--- config.mk ---
export PLATFORM = sky130hd
export DESIGN_NAME = count_generator
export DESIGN_NICKNAME = d
export VERILOG_FILES = /design/src/rtl/count_gen_pkg.sv /design/src/rtl/count_generator.sv
export SDC_FILE = /design/constraint.sdc
export NUM_CORES = 1
export LEC_CHECK = 0
export BUFFER_PORTS_ARGS = -buffer_cell sky130_fd_sc_hd__buf_2
export CAP_MARGIN = 15
export CORE_MARGIN = 3
export CORE_UTILIZATION = 53
export DETAILED_ROUTE_END_ITERATION = 8
export PLACE_DENSITY = 0.76
export SYNTH_ARGS = -nofsm -noshare
export SYNTH_HDL_FRONTEND = slang
export SYNTH_SLANG_ARGS = --single-unit
--- constraint.sdc ---
create_clock -name clk_i -period 4.58 [get_ports clk_i]
set_input_delay 1.145 -clock clk_i [delete_from_list [all_inputs] [get_ports clk_i]]
set_output_delay 1.145 -clock clk_i [all_outputs]
set_load 0.005 [all_outputs]
--- src/rtl/count_gen_pkg.sv ---
// -----------------------------------------------------------------------------
// count_gen_pkg
// Shared definitions for count_generator:
//   state_t   - FSM state encoding (IDLE, LOAD, RUN, GAP)
//   INJ_MASK  - error-injection mask; cast down to DATA_W at the point of use
//   sat_inc32 - saturating 32-bit increment used for the beat counter output
// -----------------------------------------------------------------------------
package count_gen_pkg;

    typedef enum logic [1:0] {
        ST_IDLE = 2'd0,
        ST_LOAD = 2'd1,
        ST_RUN  = 2'd2,
        ST_GAP  = 2'd3
    } state_t;

    // Only bit 0 is flipped on an injected beat.
    localparam logic [63:0] INJ_MASK = 64'h1;

    function automatic logic [31:0] sat_inc32(input logic [31:0] v);
        return (v == '1) ? v : v + 32'd1;
    endfunction

endpackage

--- src/rtl/count_generator.sv ---
// -----------------------------------------------------------------------------
// count_generator
// Emits an incrementing count stream to a TX interface, optionally split into
// bursts separated by idle gaps, with single-word error injection.
//
// Ports:
//   clk_i            rising-edge clock
//   reset_i          synchronous active-high reset
//   start_i          level run enable; low returns to IDLE on the next edge
//   inject_err_i     one-cycle request to corrupt bit 0 of the next beat
//   tx_ready_i       downstream ready; a beat is issued only when high in RUN
//   seed_i           first count value (sampled in LOAD)
//   burst_len_i      beats per burst, 0 = continuous (sampled in LOAD)
//   gap_len_i        idle cycles between bursts (sampled in LOAD)
//   data_o           registered count word
//   usr_data_valid_o data_o valid this cycle
//   frame_start_o    first beat of a burst
//   tx_count_o       saturating count of beats issued since LOAD
//   busy_o           FSM not in IDLE
// -----------------------------------------------------------------------------
module count_generator
    import count_gen_pkg::*;
#(
    parameter int unsigned DATA_W  = 32,
    parameter int unsigned BURST_W = 16,
    parameter int unsigned GAP_W   = 8
) (
    input  logic               clk_i,
    input  logic               reset_i,
    input  logic               start_i,
    input  logic               inject_err_i,
    input  logic               tx_ready_i,
    input  logic [DATA_W-1:0]  seed_i,
    input  logic [BURST_W-1:0] burst_len_i,
    input  logic [GAP_W-1:0]   gap_len_i,
    output logic [DATA_W-1:0]  data_o,
    output logic               usr_data_valid_o,
    output logic               frame_start_o,
    output logic [31:0]        tx_count_o,
    output logic               busy_o
);

    localparam logic [DATA_W-1:0] W_MASK = DATA_W'(INJ_MASK);

    state_t               r_state,     w_state;
    logic [DATA_W-1:0]    r_count,     w_count;
    logic [BURST_W-1:0]   r_beat,      w_beat;
    logic [GAP_W-1:0]     r_gap,       w_gap;
    logic [BURST_W-1:0]   r_burst_cfg, w_burst_cfg;
    logic [GAP_W-1:0]     r_gap_cfg,   w_gap_cfg;
    logic                 r_first,     w_first;
    logic                 r_pend,      w_pend;
    logic [DATA_W-1:0]    r_data,      w_data;
    logic                 r_valid,     w_valid;
    logic                 r_fs,        w_fs;
    logic [31:0]          r_tx_count,  w_tx_count;
    logic                 r_busy,      w_busy;

    always_ff @(posedge clk_i) begin
        if (reset_i) begin
            r_state     <= ST_IDLE;
            r_count     <= '0;
            r_beat      <= '0;
            r_gap       <= '0;
            r_burst_cfg <= '0;
            r_gap_cfg   <= '0;
            r_first     <= 1'b0;
            r_pend      <= 1'b0;
            r_data      <= '0;
            r_valid     <= 1'b0;
            r_fs        <= 1'b0;
            r_tx_count  <= '0;
            r_busy      <= 1'b0;
        end else begin
            r_state     <= w_state;
            r_count     <= w_count;
            r_beat      <= w_beat;
            r_gap       <= w_gap;
            r_burst_cfg <= w_burst_cfg;
            r_gap_cfg   <= w_gap_cfg;
            r_first     <= w_first;
            r_pend      <= w_pend;
            r_data      <= w_data;
            r_valid     <= w_valid;
            r_fs        <= w_fs;
            r_tx_count  <= w_tx_count;
            r_busy      <= w_busy;
        end
    end

    always_comb begin
        w_state     = r_state;
        w_count     = r_count;
        w_beat      = r_beat;
        w_gap       = r_gap;
        w_burst_cfg = r_burst_cfg;
        w_gap_cfg   = r_gap_cfg;
        w_first     = r_first;
        w_pend      = r_pend;
        w_data      = r_data;
        w_valid     = 1'b0;
        w_fs        = 1'b0;
        w_tx_count  = r_tx_count;

        if (!start_i) begin
            w_state = ST_IDLE;
            w_data  = '0;
            w_pend  = 1'b0;
        end else begin
            unique case (r_state)
                ST_IDLE: w_state = ST_LOAD;
                ST_LOAD: begin
                    w_count     = seed_i;
                    w_beat      = burst_len_i;
                    w_gap       = gap_len_i;
                    w_burst_cfg = burst_len_i;
                    w_gap_cfg   = gap_len_i;
                    w_tx_count  = '0;
                    w_pend      = 1'b0;
                    w_first     = 1'b1;
                    w_state     = ST_RUN;
                end
                ST_RUN: begin
                    if (tx_ready_i) begin
                        w_valid    = 1'b1;
                        w_fs       = r_first;
                        w_first    = 1'b0;
                        w_data     = r_pend ? (r_count ^ W_MASK) : r_count;
                        w_count    = r_count + 1'b1;
                        w_tx_count = sat_inc32(r_tx_count);
                        // A pending flag is consumed by this beat and masks any
                        // coincident request; otherwise a coincident request
                        // arms the following beat.
                        w_pend     = r_pend ? 1'b0 : inject_err_i;
                        if (r_burst_cfg != '0) begin
                            if (r_beat == BURST_W'(1)) begin
                                if (r_gap_cfg != '0) begin
                                    w_state = ST_GAP;
                                    w_gap   = r_gap_cfg;
                                end else begin
                                    w_beat  = r_burst_cfg;
                                    w_first = 1'b1;
                                end
                            end else begin
                                w_beat = r_beat - 1'b1;
                            end
                        end
                    end else begin
                        w_pend = r_pend | inject_err_i;
                    end
                end
                ST_GAP: begin
                    w_pend = r_pend | inject_err_i;
                    if (r_gap <= GAP_W'(1)) begin
                        w_state = ST_RUN;
                        w_beat  = r_burst_cfg;
                        w_gap   = r_gap_cfg;
                        w_first = 1'b1;
                    end else begin
                        w_gap = r_gap - 1'b1;
                    end
                end
                default: w_state = ST_IDLE;
            endcase
        end

        w_busy = (w_state != ST_IDLE);
    end

    assign data_o           = r_data;
    assign usr_data_valid_o = r_valid;
    assign frame_start_o    = r_fs;
    assign tx_count_o       = r_tx_count;
    assign busy_o           = r_busy;

endmodule
==> impl_metrics.toml <==
[timing]
fmax_ghz = 0.331
rsz0062_at_grt = "no"
tightest_slew_ns = 1.05
finalSetupViolCount = 0
min_period_over_period_pct = 66.0
tns_ns = 0
hold_ws_ns = 0.452
final.setup_skew_ns = 0.00736
hold_viol_final = 0
finalCriticalPeriod_ns = 3.02
relSlewSlack_pct = 30.1
layout_setup_ws_ns = 1.56
maxSlewViolCount = 0

[cells_and_area]
final_cell_mix = "nand2_1, dfxtp_1, buf_2"
syn2layout_area_growth_pct = 17.3
final_common_cell = "nand2_1"
drive_gt1_share_pct = 17.4
fill_cells = 1209
fin_nets = 1139
final_util_pct = 65.0

[cts]
cts-resized-gates = 0
cts-root-buf = "clkbuf_16"
clk_path_buf_depth = 2
cts_tree = "yes"
path_clk_slew_ns = 0.06
worstSkewPairLatency_ns = 0.43
numCtsBuffers = 17
postCtsHoldBufs = 0
htree_num_levels = 4
postCtsSetupBuffers = 0
cts.sinks = 151

[synthesis]
synth_edf_count = 0
syn_inst = 976
synth_fp_nets = 1043
yosys_warnings = 0
synth_cell_types = 62
avgSynthCellArea_sq_um = 7.66
yosys.area.top_type_share_pct = 40.4
yosysSeqAreaShare_pct = 40.4
async_flop_share_pct = 0
synth_area_leaders = "dfxtp_1, nand2_1, a21oi_1, nor2_1, o21ai_0"
ys_ff_latch = 151
netlist_area_sq_um = 7480
ys.flop_type = "dfxtp_1"
synth_area_leader_cell = "dfxtp_1"

[global_route]
grt_usage_pct = 26.4
grt-ovfl-total = 0
grt_pass1_wl_mm = 34.1
grt_max_degree = 61
grt_pass1_vias = 6889
antenna_found_initial = 1

[min_path]
min-delay-start = "data_o[8]"
min_path_type = "reg2reg"

[floorplanning]
ios = 128
die_x_um = 125
core_sq_um = 13500
rows = 42
initial_core_util_pct = 55.4
die_area_sq_um = 15600
fp.dieH_um = 125

[power_and_ir_drop]
power_density_nw_per_um2 = 354
leakagePower_nw = 3.20
ir_drop_mv = 0.301

[worst_setup_path]
critPathKind = "reg2reg"
crit_path_start = "r_state[1]"
end_kind = "register"
cp_data_arrival_time_ns = 3.28
worst_setup_path_start_kind = "register"
worstPathMaxFanout = 36
rr_startpoint = "r_state[1]"
required_ns = 4.84

[run]
maxCapViolations = 0

[place]
portBuffers = 127
hpwl_mm = 13.9
dp_slack_ns = 1.24
gp_congestion = 0.891

[routing]
drt_iter0_drc = 905
ant_nets = 0
via_per_inst = 6.00
drcViolationCount = 0
drtPass1Iterations = 7
wire_per_inst_um = 16.6
finalWirelength_mm = 20.9
vias = 7572

[run_status]
status = "completed"
worst paths after layout:
path	to	slack, ns	cells after the start
worst max-delay path	r_beat[6]	1.56	7
worst min register to register	data_o[8]	0.45	2
worst min-delay path	data_o[8]	0.45	2
worst max register to register	r_beat[6]	1.56	7
power breakdown:
part	internal [W]	switching (W)
clock network	0.000856	0.000543
logic	0.000117	0.000188
registers	0.00135	0.0000484
cell usage after synthesis, types with 7 or more instances:
master      n
clkbuf_1   46
a31oi_1    19
buf_2       7
or4_1       7
a21oi_1   101
a211oi_1   22
o211ai_1   14
dfxtp_1   151
and4_1      7
nor2_1     91
or3_1       9
nand2_1   181
nand3_1    35
and2_1      8
nor4_1     15
nor3_1     30
xnor2_1    22
and3_1     11
a311oi_1   10
inv_1      13
nand4_1    24
o21ai_0    45
xor2_1     14
critical path, cell delays in order, from the launching register on:
cell      delay (ns)
dfxtp_2         0.65
buf_4           0.44
nand2b_1        0.09
buf_4           0.23
or4_4           0.56
and3_1          0.49
o21ai_0         0.30
a31oi_1         0.07
layer usage:
metal	wire [um]	GRT usage, %	vias to the layer above
met5	0	0	-
met4	362	8.90	0
met3	1510	6.22	32
met2	9980	42.5	310
met1	9050	34.9	3508
li1	-	-	3722
cells by family after synthesis:
logic type               count (synthesis)  share of synthesized area (%)
AO/OA/AOI/OAI                          262                           21.8
XOR/XNOR                                36                           4.22
adder cells (fa/ha/maj)                  6                           1.00
buffers and inverters                   78                           4.44
flip-flops                             151                           40.4
multiplexers                             2                          0.285
AND/OR/NAND/NOR                        441                           27.8
final cells by class:
cell class                      count  area, sq um  share of cell area (%)
Inverter                           15         56.3                   0.642
Tap cell                          176          220                    2.51
Clock inverter                      7         93.8                    1.07
Multi-Input combinational cell    747         4130                    47.1
Timing Repair Buffer              140          753                    8.59
Sequential cell                   151         3020                    34.5
Antenna cell                        1         2.50                  0.0285
Clock buffer                       24          492                    5.61
metrics by stage:
stage | total power [W] | cell area [sq um] | std cells
6_report | 0.00310 | 8770 | 1261
5_1_grt | 0.00322 | 8770 | 1261
4_1_cts | 0.00311 | 8740 | 1259
3_5_place_dp | 0.00172 | 8160 | 1228
3_3_place_gp | 0.00172 | 8160 | 1228
2_1_floorplan | 0.00163 | 7480 | 976
registers in the layout, summed over array words and instances (netlist names):
register and flops:
usr_data_valid_o 1, frame_start_o 1, tx_count_o 32, r_beat 16, r_first 1, r_gap_cfg 8, r_pend 1, busy_o 1
r_count 32, data_o 32, r_state 2, r_burst_cfg 16, r_gap 8
(Power assumes the default switching activity.)
